<file path="src/rtl/ps2_scancode_decoder_pkg.sv">
// Shared types and byte constants for the PS/2 Set-2 scan-code decoder.
// Imported by the decoder top and its event FIFO.
package ps2_pkg;

  localparam logic [7:0] SC_EXT    = 8'hE0;
  localparam logic [7:0] SC_BRK    = 8'hF0;
  localparam logic [7:0] SC_PAUSE  = 8'hE1;
  localparam logic [7:0] SC_LSHIFT = 8'h12;
  localparam logic [7:0] SC_RSHIFT = 8'h59;
  localparam logic [7:0] ACK       = 8'hFA;
  localparam logic [7:0] BAT_OK    = 8'hAA;
  localparam logic [7:0] ECHO      = 8'hEE;
  localparam logic [7:0] RESEND    = 8'hFE;
  localparam logic [7:0] ERR0      = 8'h00;
  localparam logic [7:0] ERR1      = 8'hFF;

  localparam logic [2:0] PAUSE_TAIL = 3'd7;

  typedef enum logic [2:0] {
    ST_IDLE,
    ST_EXT,
    ST_BRK,
    ST_EXT_BRK,
    ST_SKIP
  } ps2_state_e;

  typedef struct packed {
    logic       ext;
    logic       rel;
    logic [7:0] code;
  } evt_t;

  function automatic logic is_housekeeping(input logic [7:0] b);
    return (b == ACK) || (b == BAT_OK) || (b == ECHO) || (b == RESEND);
  endfunction

endpackage

</file>
<file path="src/rtl/ps2_scancode_decoder_if.sv">
// Key-event valid/ready channel toward the application logic.
// master drives the event, slave drives the ready.
interface ps2_evt_if;
  logic       evt_valid;
  logic       evt_ready;
  logic [7:0] evt_code;
  logic       evt_ext;
  logic       evt_release;

  modport master (
    output evt_valid,
    output evt_code,
    output evt_ext,
    output evt_release,
    input  evt_ready
  );

  modport slave (
    input  evt_valid,
    input  evt_code,
    input  evt_ext,
    input  evt_release,
    output evt_ready
  );
endinterface

</file>
<file path="src/rtl/ps2_scancode_decoder_fifo.sv">
// Show-ahead key-event FIFO with pointer + count bookkeeping.
// A push into a full FIFO succeeds only when a pop frees a slot the same cycle.
module ps2_event_fifo
  import ps2_pkg::*;
#(
  parameter int DEPTH = 4
) (
  input  logic clk,
  input  logic reset,
  input  logic push,
  input  evt_t din,
  input  logic pop,
  output evt_t dout,
  output logic valid,
  output logic drop
);

  localparam int AW = $clog2(DEPTH);

  logic [AW-1:0] wr_q, wr_d;
  logic [AW-1:0] rd_q, rd_d;
  logic [AW:0]   cnt_q, cnt_d;
  evt_t          mem_q [DEPTH];
  evt_t          mem_d [DEPTH];

  logic full, empty, pop_ok, push_ok;

  assign full    = (cnt_q == (AW+1)'(DEPTH));
  assign empty   = (cnt_q == '0);
  assign pop_ok  = pop & ~empty;
  assign push_ok = push & (~full | pop_ok);
  assign drop    = push & ~push_ok;
  assign valid   = ~empty;
  assign dout    = empty ? '0 : mem_q[rd_q];

  // Next pointers, occupancy and storage.
  always_comb begin
    wr_d  = wr_q;
    rd_d  = rd_q;
    cnt_d = cnt_q;
    mem_d = mem_q;
    if (push_ok) begin
      mem_d[wr_q] = din;
      wr_d        = wr_q + 1'b1;
    end
    if (pop_ok) begin
      rd_d = rd_q + 1'b1;
    end
    unique case ({push_ok, pop_ok})
      2'b10:   cnt_d = cnt_q + 1'b1;
      2'b01:   cnt_d = cnt_q - 1'b1;
      default: cnt_d = cnt_q;
    endcase
  end

  // Pointer/count registers; storage needs no reset since dout is gated.
  always_ff @(posedge clk) begin
    if (!reset) begin
      wr_q  <= '0;
      rd_q  <= '0;
      cnt_q <= '0;
    end else begin
      wr_q  <= wr_d;
      rd_q  <= rd_d;
      cnt_q <= cnt_d;
    end
  end

  // Event storage.
  always_ff @(posedge clk) begin
    mem_q <= mem_d;
  end

endmodule

</file>
<file path="src/rtl/ps2_scancode_decoder.sv">
// Set-2 scan-code sequence decoder with Shift tracking and event FIFO.
// One byte per rx_valid strobe; events leave on a valid/ready channel.
module ps2_scancode_decoder
  import ps2_pkg::*;
#(
  parameter int FIFO_DEPTH = 4
) (
  input  logic       clk,
  input  logic       reset,
  input  logic       rx_valid,
  input  logic [7:0] rx_data,
  ps2_evt_if.master  evt,
  output logic       shift,
  output logic       overflow,
  input  logic       clr_ovf
);

  ps2_state_e state_q, state_d;
  logic [2:0] skip_q, skip_d;
  logic       lsh_q, lsh_d;
  logic       rsh_q, rsh_d;
  logic       ovf_q, ovf_d;

  logic emit;
  evt_t ev;
  evt_t head;
  logic drop;
  logic in_ext, in_brk;

  assign in_ext = (state_q == ST_EXT) || (state_q == ST_EXT_BRK);
  assign in_brk = (state_q == ST_BRK) || (state_q == ST_EXT_BRK);

  // Sequence FSM: prefixes, pause skipping, filtering and event emission.
  always_comb begin
    state_d = state_q;
    skip_d  = skip_q;
    emit    = 1'b0;
    ev      = '0;
    if (rx_valid) begin
      if (state_q == ST_SKIP) begin
        skip_d = skip_q - 3'd1;
        if (skip_q <= 3'd1) begin
          state_d = ST_IDLE;
        end
      end else begin
        unique case (1'b1)
          (rx_data == ERR0) || (rx_data == ERR1): begin
            state_d = ST_IDLE;
          end
          is_housekeeping(rx_data): begin
            state_d = state_q;
          end
          rx_data == SC_EXT: begin
            state_d = ST_EXT;
          end
          rx_data == SC_BRK: begin
            state_d = in_ext ? ST_EXT_BRK : ST_BRK;
          end
          (rx_data == SC_PAUSE) && (state_q == ST_IDLE): begin
            emit    = 1'b1;
            ev      = '{ext: 1'b0, rel: 1'b0, code: SC_PAUSE};
            skip_d  = PAUSE_TAIL;
            state_d = ST_SKIP;
          end
          default: begin
            emit    = 1'b1;
            ev      = '{ext: in_ext, rel: in_brk, code: rx_data};
            state_d = ST_IDLE;
          end
        endcase
      end
    end
  end

  // Shift level from non-extended events, independent of FIFO space.
  always_comb begin
    lsh_d = lsh_q;
    rsh_d = rsh_q;
    if (emit && !ev.ext) begin
      if (ev.code == SC_LSHIFT) lsh_d = ~ev.rel;
      if (ev.code == SC_RSHIFT) rsh_d = ~ev.rel;
    end
  end

  // Sticky overflow; a new drop wins over a clear.
  always_comb begin
    ovf_d = drop | (ovf_q & ~clr_ovf);
  end

  // Decoder state registers.
  always_ff @(posedge clk) begin
    if (!reset) begin
      state_q <= ST_IDLE;
      skip_q  <= '0;
      lsh_q   <= 1'b0;
      rsh_q   <= 1'b0;
      ovf_q   <= 1'b0;
    end else begin
      state_q <= state_d;
      skip_q  <= skip_d;
      lsh_q   <= lsh_d;
      rsh_q   <= rsh_d;
      ovf_q   <= ovf_d;
    end
  end

  ps2_event_fifo #(
    .DEPTH (FIFO_DEPTH)
  ) u_fifo (
    .clk   (clk),
    .reset (reset),
    .push  (emit),
    .din   (ev),
    .pop   (evt.evt_ready),
    .dout  (head),
    .valid (evt.evt_valid),
    .drop  (drop)
  );

  assign evt.evt_code    = head.code;
  assign evt.evt_ext     = head.ext;
  assign evt.evt_release = head.rel;
  assign shift           = lsh_q | rsh_q;
  assign overflow        = ovf_q;

endmodule

</file>
<file path="src/flat_wrapper.sv">
// flat-port wrapper written by rule: the top's interface ports become plain ports
module ps2_scancode_decoder_flat import ps2_pkg::*;
#(
  parameter int FIFO_DEPTH = 4
)
  (clk, reset, rx_valid, rx_data, shift, overflow, clr_ovf, evt_evt_valid, evt_evt_code, evt_evt_ext, evt_evt_release, evt_evt_ready);
  ps2_evt_if evt_i ();
  input  logic clk;
  input  logic reset;
  input  logic rx_valid;
  input  logic [7:0] rx_data;
  output logic shift;
  output logic overflow;
  input  logic clr_ovf;
  output wire logic [$bits(evt_i.evt_valid)-1:0] evt_evt_valid;
  output wire logic [$bits(evt_i.evt_code)-1:0] evt_evt_code;
  output wire logic [$bits(evt_i.evt_ext)-1:0] evt_evt_ext;
  output wire logic [$bits(evt_i.evt_release)-1:0] evt_evt_release;
  input wire logic [$bits(evt_i.evt_ready)-1:0] evt_evt_ready;
  assign evt_evt_valid = evt_i.evt_valid;
  assign evt_evt_code = evt_i.evt_code;
  assign evt_evt_ext = evt_i.evt_ext;
  assign evt_evt_release = evt_i.evt_release;
  assign evt_i.evt_ready = evt_evt_ready;
  ps2_scancode_decoder #(.FIFO_DEPTH(FIFO_DEPTH)) u_core (.clk(clk), .reset(reset), .rx_valid(rx_valid), .rx_data(rx_data), .evt(evt_i), .shift(shift), .overflow(overflow), .clr_ovf(clr_ovf));
endmodule
</file>
<file path="config.mk">
export PLATFORM = sky130hd
export DESIGN_NAME = ps2_scancode_decoder_flat
export DESIGN_NICKNAME = d
export VERILOG_FILES = /design/src/rtl/ps2_scancode_decoder_pkg.sv /design/src/rtl/ps2_scancode_decoder_if.sv /design/src/rtl/ps2_scancode_decoder_fifo.sv /design/src/rtl/ps2_scancode_decoder.sv /design/src/flat_wrapper.sv
export SDC_FILE = /design/constraint.sdc
export NUM_CORES = 1
export LEC_CHECK = 0
export CAP_MARGIN = 20
export CORE_MARGIN = 3
export CORE_UTILIZATION = 45
export CTS_CLUSTER_SIZE = 25
export DETAILED_ROUTE_END_ITERATION = 8
export PLACE_DENSITY = 0.79
export SYNTH_ARGS = -nofsm -noshare
export SYNTH_HDL_FRONTEND = slang
export SYNTH_SLANG_ARGS = --single-unit
</file>
<file path="constraint.sdc">
create_clock -name clk -period 1.9 [get_ports clk]
set_input_delay 0.19 -clock clk [delete_from_list [all_inputs] [get_ports clk]]
set_output_delay 0.19 -clock clk [all_outputs]
set_load 0.01 [all_outputs]
</file>
# Word-level counts from Yosys, hierarchy flattened
# Index checks and enable logic that the tools add are counted.
# op_classes
addsub	5
order_cmp	4
n_eq_ne	19
muxes	20
bitwise	14
reduce_logical	20
# op_table
cell	count
== test 8 bit (second input constant)	8
2-to-1 mux 10 bit	6
bitwise mux 40 bit	1
binary-select mux 10 bit (select 2 bit)	1
demux 10 bit (select 2 bit)	1
case mux 10 bit (2 select lines)	1
2-to-1 mux 3 bit	4
case mux 3 bit (4 select lines)	1
== test 8 x 5 -> 1 bit (second input constant)	1
== test 8 x 7 -> 1 bit (second input constant)	1
logical NOT 8 bit	1
== test 3 x 2 -> 1 bit (second input constant)	2
== test 3 bit (second input constant)	2
greater-or-equal comparator 3 bit (second input constant)	2
logical NOT 3 bit	2
logical OR 1 bit	6
inverter 2 -> 3 bit	2
case mux 3 bit (2 select lines)	1
AND reduction 2 bit	3
subtractor 3 x 1 -> 3 bit (second input constant)	2
inverter 1 bit	5
adder 2 x 1 -> 2 bit (second input constant)	2
bitwise AND 1 bit	4
2-to-1 mux 1 bit	4
other kinds (14)	19
# word_totals
ff_bits	56
inputBits	13

# Logic depth before layout (Yosys ltp)
# Gate-level depths: netlist of the first run.
# logic_depth
depth_word	12
depth_mapped	9
depth_no_buf	9

# By module
# A second synthesis of the first run with hierarchy kept.
# unflattened
cells_unflattened	206
area_unflattened_um2	2720.1
# modules_own_cells
module	instances	cells_each	area_per_inst_um2
ps2_event_fifo	1	116	1993.2
ps2_scancode_decoder	1	90	726.9

# Worst setup path before layout of the first run
# Ideal clock, no wire load.
# synth_timing
path_type	in2reg
startpoint	input rx_data[6]
endpoint	register u_core.u_fifo.cnt_q[2]
setup_ps	72
arrival_time_ps	2025
slack_ps	-196
path_stages	8
path_buffers	0
path_cell_list	or3_4 a211oi_4 or3_1 nand2_1 fa_1 nand2_1 a2bb2oi_1 mux2i_1
# synth_between
elab_chain_len	11
word_cells_on_any_way	21
classes_between	eq/ne: 9; mux: 4; bitwise: 1; reduce/logical: 7
# synth_lines
item	line_no	rtl
start, declared	flat_wrapper.sv:11	input logic [7:0] rx_data;
== test 8 bit	ps2_scancode_decoder_pkg.sv:34	return (b == ACK) || (b == BAT_OK) || (b == ECHO) || (b == RESEND);
logical OR 1 bit (3 in a row)	ps2_scancode_decoder_pkg.sv:34	
OR reduction 4 bit (no source line) *	n/a	
2-to-1 mux 1 bit *	ps2_scancode_decoder.sv:46	unique case (1'b1)
2-to-1 mux 1 bit *	ps2_scancode_decoder.sv:40	if (state_q == ST_SKIP) begin
2-to-1 mux 1 bit *	ps2_scancode_decoder.sv:39	if (rx_valid) begin
bitwise AND 1 bit *	ps2_scancode_decoder_fifo.sv:31	assign push_ok = push & (~full | pop_ok);
== test 2 x 1 -> 1 bit or == test 2 bit (tied branches)	ps2_scancode_decoder_fifo.sv:49	unique case ({push_ok, pop_ok})
case mux 3 bit (2 select lines) or nonzero test 2 bit (tied branches)	n/a	
end signal, assigned	ps2_scancode_decoder_fifo.sv:65	cnt_q <= cnt_d;
end, declared	ps2_scancode_decoder_fifo.sv:22	logic [AW:0] cnt_q, cnt_d;
# Mark *: on every way between the ends. The rest lies on a longest branch, timed or not.
# A chain may end at the register's enable or synchronous reset.

# Worst setup path in the final report of the first run
# layout_timing
startpoint	register u_core.state_q[2]
endpoint	register u_core.u_fifo.cnt_q[1]
# layout_between
elab_chain_len	6
word_cells_on_any_way	8
classes_between	eq/ne: 3; mux: 3; bitwise: 1; reduce/logical: 1
# layout_lines
item	line_no	rtl
start, declared	ps2_scancode_decoder.sv:18	ps2_state_e state_q, state_d;
start signal, assigned	ps2_scancode_decoder.sv:99	state_q <= state_d;
== test 3 bit *	ps2_scancode_decoder.sv:40	
2-to-1 mux 1 bit *	ps2_scancode_decoder.sv:40	
2-to-1 mux 1 bit *	ps2_scancode_decoder.sv:39	
bitwise AND 1 bit *	ps2_scancode_decoder_fifo.sv:31	
== test 2 x 1 -> 1 bit or == test 2 bit (tied branches)	ps2_scancode_decoder_fifo.sv:49	
case mux 3 bit (2 select lines) or nonzero test 2 bit (tied branches)	n/a	
# Marked as above.

==> impl_metrics.py, run 1 <==
metrics = {
    "run_status": {
        "status": "completed",
    },
    "yosys": {
        "yosysSeqAreaShare_pct": 57.3,
        "synth_area_leader_cell": "edfxtp_1",
        "yosysWarnings": 0,
        "synth_cell_types": 48,
        "synth_area_leaders": "edfxtp_1, dfxtp_1, mux4_2",
        "synthFlopType": "edfxtp_1",
        "synth-seq-cells": 56,
        "synth-edff-count": 40,
        "syn_area_um2": 2660,
        "synth_most_common_cell": "edfxtp_1",
        "yosys-top-cells-count": "edfxtp_1, nor2b_1, dfxtp_1",
        "syn_nets": 220,
        "ys_async_sr_fraction_pct": 0,
        "avgSynthCellArea_um2": 13.2,
        "syn_inst": 201,
        "yosys.area.top_type_share_pct": 45.2,
    },
    "floorplanning": {
        "io_pins": 26,
        "dieArea_um2": 6860,
        "core-area_um2": 5610,
        "die_h_um": 82.9,
        "die_width_um": 82.9,
        "num_rows": 27,
        "start_util_pct": 47.4,
    },
    "cells_and_area": {
        "final_core_util_pct": 61.5,
        "layout-drive-gt1-share_pct": 34.7,
        "diodes": 0,
        "nets": 286,
        "fin_area_um2": 3450,
        "area_growth_pct": 29.7,
    },
    "pwr": {
        "power_density_nw_per_um2": 898,
        "clkPwrFrac_pct": 21.0,
        "leakagePower_uw": 0.00134,
        "p_total_uw": 3090,
        "ir_drop_mv": 0.419,
        "p_int_uw": 2220,
        "power_frac_seq_pct": 47.5,
        "p_sw_uw": 879,
        "switching_share_pct": 28.4,
        "power_frac_comb_pct": 31.5,
    },
    "placed_design": {
        "gp_congestion": 0.907,
        "port_buffers": 25,
        "dpl_cell_area_um2": 3340,
        "dp.final_hpwl_um": 4090,
    },
    "detailed_routing": {
        "viasPerCell": 5.24,
        "routed_wl_um": 5350,
        "drt_iter0_markers": 83,
        "wl_per_cell_um": 15.7,
        "drc": 0,
        "antenna_left": 0,
        "num_vias": 1783,
        "drt-pass1-iter-count": 4,
    },
    "global_routing": {
        "antenna_found_initial": 0,
        "overflow": 0,
        "grt_use_total_pct": 16.4,
        "grt_max_degree": 21,
        "grt_pass1_wl_um": 8770,
        "grt_pass1_vias": 1810,
    },
    "job": {
        "max_cap_violations": 0,
    },
    "critical_path": {
        "startpoint_type": "flip-flop",
        "cp.required_ns": 2.14,
        "path_class": "flip-flop to flip-flop",
        "critPathMaxFanout": 3,
        "end_kind": "flip-flop",
        "cp_data_arrival_time_ns": 2.10,
    },
    "sta": {
        "setup_viol": 0,
        "slew_headroom_pct": 50.4,
        "fin_skew_ns": 0.00910,
        "period_share_pct": 97.7,
        "rsz0062_at_grt": "yes",
        "finalCriticalPeriod_ns": 1.86,
        "hold_viol_final": 0,
        "worst_pin_slew_ns": 0.742,
        "holdWs_ns": 0.478,
        "drv_slew": 0,
        "fmax_mhz": 539,
    },
    "clock_network": {
        "worstSkewPairLatency_ns": 0.31,
        "cts_hold_buf": 0,
        "htreeDepth": 2,
        "cts_inserted_buffers": 5,
        "clockBufferDepth": 2,
        "root_buffer": "clkbuf_8",
        "path_clk_slew_ns": 0.10,
        "cts.sinks": 56,
        "tritoncts": "yes",
    },
    "worst_hold_path": {
        "min_path_type": "flip-flop to flip-flop",
    },
}
[stage by stage]
step           setup WS [ns]  cells  TNS, ns
6_report              0.0440    340        0
3_5_place_dp          -0.525    331   -34.86
5_1_grt              -0.0395    340  -0.0506
4_1_cts              0.00309    340        0
2_1_floorplan        -0.0409    201  -0.0722
3_3_place_gp          -0.468    331   -30.10
[power by group through the flow]
stage	sequential [uW]	clock (uW)	combinational [uW]
after global routing	1480	728	1060
after CTS	1460	666	989
after detailed placement	1480	0	1010
final	1470	649	974
after floorplan	1470	0	551
after global placement	1480	0	985
[worst max-delay path: stages, from the launching register on]
cell and delay, ns:
dfxtp_2 0.33, or3b_4 0.27, nand2_4 0.06, or3_4 0.37
nand2_2 0.07, fa_2 0.42, nand2b_4 0.14, mux2i_1 0.13
[kinds of logic (layout without fill, tap and decap cells)]
family	after synthesis	in the layout	share of synthesized area, %
AND/OR/NAND/NOR	83	83	19.2
flip-flops	56	56	57.3
AO/OA/AOI/OAI	18	18	5.37
multiplexers	18	18	11.7
buffers and inverters	17	84	2.45
adder cells (fa/ha/maj)	6	6	3.11
XOR/XNOR	3	3	0.989
[metal layers]
layer,wire length (um),vias to the layer above,GRT usage [%]
li1,-,868,-
met1,2170,871,18.1
met2,2910,35,30.0
met3,144,9,3.87
met4,125,0,6.98
met5,0,-,0
[cell usage in the layout (no fill, tap or decap), types with 2 or more instances in the layout]
cell type        synthesis  layout
nor4_4                   1       2
or3_4                    1       2
inv_1                   10      10
buf_12                   0       4
dlygate4sd2_1            0       7
a21boi_1                 2       2
clkbuf_2                 0      11
edfxtp_1                40      40
o21ai_1                  2       2
or4_1                    2       2
mux4_2                  10      10
dfxtp_1                 16      14
nand3_1                  4       4
nor3_1                   4       2
ha_1                     5       5
buf_4                    0      34
clkbuf_8                 0       5
clkdlybuf4s50_1          0       7
nand4_1                  3       3
and2_1                  14      14
nor2_1                   7       7
a21oi_1                  3       2
xnor2_1                  2       2
mux2i_1                  6       6
nor3_2                   1       2
o211a_1                  3       3
dfxtp_2                  0       2
buf_6                    0       2
nor2b_1                 17      17
nand2_1                 13      11
nor4bb_1                 2       2
nor4b_1                  2       2
[final cells by class]
type | count | area [um2]
tap | 72 | 90.1
fill | 468 | 2160
sequential | 56 | 1520
inverter | 10 | 37.5
multi-input combinational | 128 | 1140
clock inverter | 3 | 22.5
clock buffer | 5 | 68.8
timing repair buffer | 66 | 559
[final timing paths]
kind / start / endpoint / slack, ns / cells past startpoint
max: u_core.state_q[2] / u_core.u_fifo.cnt_q[1] / 0.04 / 7
min: u_core.lsh_q / u_core.lsh_q / 0.48 / 2
max reg2reg: u_core.state_q[2] / u_core.u_fifo.cnt_q[1] / 0.04 / 7
min reg2reg: u_core.lsh_q / u_core.lsh_q / 0.48 / 2
[repair_timing]
| action | CTS | global route |
|---|---|---|
| resized for setup | 37 | 20 |
| pin swaps | 1 | 0 |
| endpoints found under the setup margin | 60 | 32 |
| cloned | 0 | 0 |
| buffers inserted | 1 | 0 |
[flip-flops by register name, summed over array words and instances (netlist names)]
name	cells
u_core.lsh_q	1
u_core.overflow	1
u_core.rsh_q	1
u_core.skip_q	3
u_core.state_q	3
u_core.u_fifo.cnt_q	3
u_core.u_fifo.mem_q	40
u_core.u_fifo.rd_q	2
u_core.u_fifo.wr_q	2
Power figures use the tool's default switching activity.
==> inputs of run 2 (changes only) <==
--- a/config.mk
+++ b/config.mk
@@ -8,7 +8,6 @@
 export CAP_MARGIN = 20
 export CORE_MARGIN = 3
 export CORE_UTILIZATION = 45
-export CTS_CLUSTER_SIZE = 25
 export DETAILED_ROUTE_END_ITERATION = 8
 export PLACE_DENSITY = 0.79
 export SYNTH_ARGS = -nofsm -noshare
==> results of run 2 <==
No change in the layout: final DEF, timing and power equal those of run 1.
==> inputs of run 3 (changes only) <==
--- a/config.mk
+++ b/config.mk
@@ -7,9 +7,10 @@
 export LEC_CHECK = 0
 export CAP_MARGIN = 20
 export CORE_MARGIN = 3
-export CORE_UTILIZATION = 45
+export CORE_UTILIZATION = 50
 export DETAILED_ROUTE_END_ITERATION = 8
-export PLACE_DENSITY = 0.79
+export HOLD_SLACK_MARGIN = 0.08
+export PLACE_DENSITY = 0.85
 export SYNTH_ARGS = -nofsm -noshare
 export SYNTH_HDL_FRONTEND = slang
 export SYNTH_SLANG_ARGS = --single-unit
==> constraint.sdc (replaced) <==
create_clock -name clk -period 1.9 [get_ports clk]
set_input_delay 0.38 -clock clk [delete_from_list [all_inputs] [get_ports clk]]
set_output_delay 0.38 -clock clk [all_outputs]
set_load 0.01 [all_outputs]
==> impl_metrics.py, run 3 (same netlist as run 1, synthesis figures left out) <==
metrics = {
    "run_status": {
        "status": "complete, but fails checks",
        "violations": "negative setup slack",
    },
    "detailed_routing": {
        "drt_iter0_markers": 85,
        "antenna_left": 0,
        "drt-pass1-iter-count": 4,
        "drc": 0,
        "num_vias": 1773,
        "wl_per_cell_um": 16.1,
        "routed_wl_um": 5350,
        "viasPerCell": 5.34,
    },
    "cells_and_area": {
        "diodes": 0,
        "fin_area_um2": 3490,
        "layout-drive-gt1-share_pct": 41.1,
        "regMostFlops": "u_core.u_fifo.mem_q",
        "fillers": 370,
        "area_growth_pct": 31.2,
        "final_common_cell": "edfxtp_1",
        "final_cell_mix": "edfxtp_1, buf_4, nor2b_1",
        "largest_reg_flops": 40,
        "nets": 283,
    },
    "clock_network": {
        "cts_inserted_buffers": 5,
        "cts.sinks": 56,
        "tritoncts": "yes",
        "htreeDepth": 2,
        "clockBufferDepth": 2,
        "cts_hold_buf": 0,
        "worstSkewPairLatency_ns": 0.31,
        "root_buffer": "clkbuf_8",
        "path_clk_slew_ns": 0.10,
    },
    "sta": {
        "period_share_pct": 105,
        "timing.final.ws_setup_ns": -0.0977,
        "setup_viol": 10,
        "slew_headroom_pct": 54.9,
        "worst_pin_slew_ns": 0.675,
        "hold_viol_final": 0,
        "fin_skew_ns": 0.0144,
        "finalCriticalPeriod_ns": 2.00,
        "drv_slew": 0,
        "setup_tns_ns": -0.757,
        "fmax_mhz": 501,
        "rsz0062_at_grt": "yes",
    },
    "critical_path": {
        "reg2reg_depth": 7,
        "end_kind": "output port",
        "startpoint_type": "flip-flop",
        "critPathMaxFanout": 6,
        "cp_data_arrival_time_ns": 1.62,
        "r2r-end": "u_core.u_fifo.cnt_q[1]",
        "reg2reg_from": "u_core.state_q[2]",
        "reg2reg_slack_ns": 0.04,
        "setup.worst_path.start": "u_core.u_fifo.rd_q[0]",
        "crit_end": "evt_evt_code[7]",
        "cp.required_ns": 1.52,
        "path_class": "flip-flop to output port",
    },
    "pwr": {
        "power_density_nw_per_um2": 925,
        "ir_drop_mv": 0.384,
        "leakagePower_uw": 0.00137,
    },
    "global_routing": {
        "grt_pass1_wl_um": 9000,
        "grt_pass1_vias": 1839,
        "overflow": 0,
        "antenna_found_initial": 0,
        "grt_max_degree": 21,
        "grt_use_total_pct": 19.2,
    },
    "placed_design": {
        "gp_congestion": 0.914,
        "dp.final_hpwl_um": 3710,
        "port_buffers": 25,
        "dpl_cell_area_um2": 3240,
    },
    "worst_hold_path": {
        "min_path_type": "input pin to flip-flop",
    },
    "floorplanning": {
        "die_width_um": 78.9,
        "die_h_um": 78.9,
        "num_rows": 25,
        "start_util_pct": 53.8,
        "io_pins": 26,
        "dieArea_um2": 6230,
        "core-area_um2": 4940,
    },
    "job": {
        "max_cap_violations": 0,
    },
}
[run 3: changes by cell type in the layout (fill, tap and decap cells not counted), sizes merged]
cell           delta
clkdlybuf4s50     -2
inv               -1
clkbuf            -9
dlymetal6s2s      +2
clkinv            -1
dlygate4sd2       -7
clkinvlp          +1
buf              +14
[run 3: worst min path at each step]
stage | start | depth (start not counted) | end | slack, ns
2_1_floorplan | u_core.lsh_q | 2 | u_core.lsh_q | 0.43
3_3_place_gp | u_core.lsh_q | 2 | u_core.lsh_q | 0.45
3_5_place_dp | u_core.lsh_q | 2 | u_core.lsh_q | 0.47
4_1_cts | rx_data[4] | 3 | u_core.state_q[0] | 0.47
5_1_grt | rx_data[4] | 3 | u_core.state_q[0] | 0.40
6_report | rx_data[4] | 3 | u_core.state_q[0] | 0.38
[run 3: per-stage QoR]
step | utilization, % | hold slack [ns] | power (uW) | instances | setup slack [ns]
floorplan | - | 0.433 | 2030 | 201 | -0.231
global placement | 65.6 | 0.453 | 2440 | 316 | -0.642
detailed placement | 65.6 | 0.468 | 2480 | 316 | -0.733
CTS | 69.2 | 0.471 | 3190 | 332 | -0.106
global route | 70.6 | 0.397 | 3380 | 332 | -0.143
finish | 70.6 | 0.384 | 3220 | 332 | -0.0977
[run 3: worst max-delay path, cell delays in order (launching register included)]
cell	delay, ns
dfxtp_4	0.40
buf_12	0.13
mux4_2	0.50
nor2b_1	0.14
buf_2	0.14
[run 3: cell type report]
class	count	area, um2	share of cell area (%)
sequential	56	1530	43.9
multi-input combinational	128	1200	34.4
timing repair buffer	63	547	15.7
tap	67	83.8	2.40
clock buffer	6	72.6	2.08
inverter	10	37.5	1.08
clock inverter	2	16.3	0.466
[run 3: repair_timing]
action | CTS | global route
pin swaps | 6 | 7
gates cloned | 1 | 0
setup buffers | 7 | 0
endpoints found under the setup margin | 100 | 23
gates resized for setup | 90 | 27
[run 3: report_power, final]
part           total (uW)  internal, uW  switching [uW]  leakage [uW]
clock network         629           263             366     0.0000414
registers            1490          1420            70.1      0.000500
logic                1110           629             480      0.000826
total                3220          2310             916       0.00137
[run 3: metal layers]
metal  share of wire [%]  up-vias  GRT usage [%]
met5                   0        -              0
met2                  53       39           34.7
met4                 2.1        0           6.87
met3                 4.4        8           3.85
li1                    -      865              -
met1                  41      861           22.6
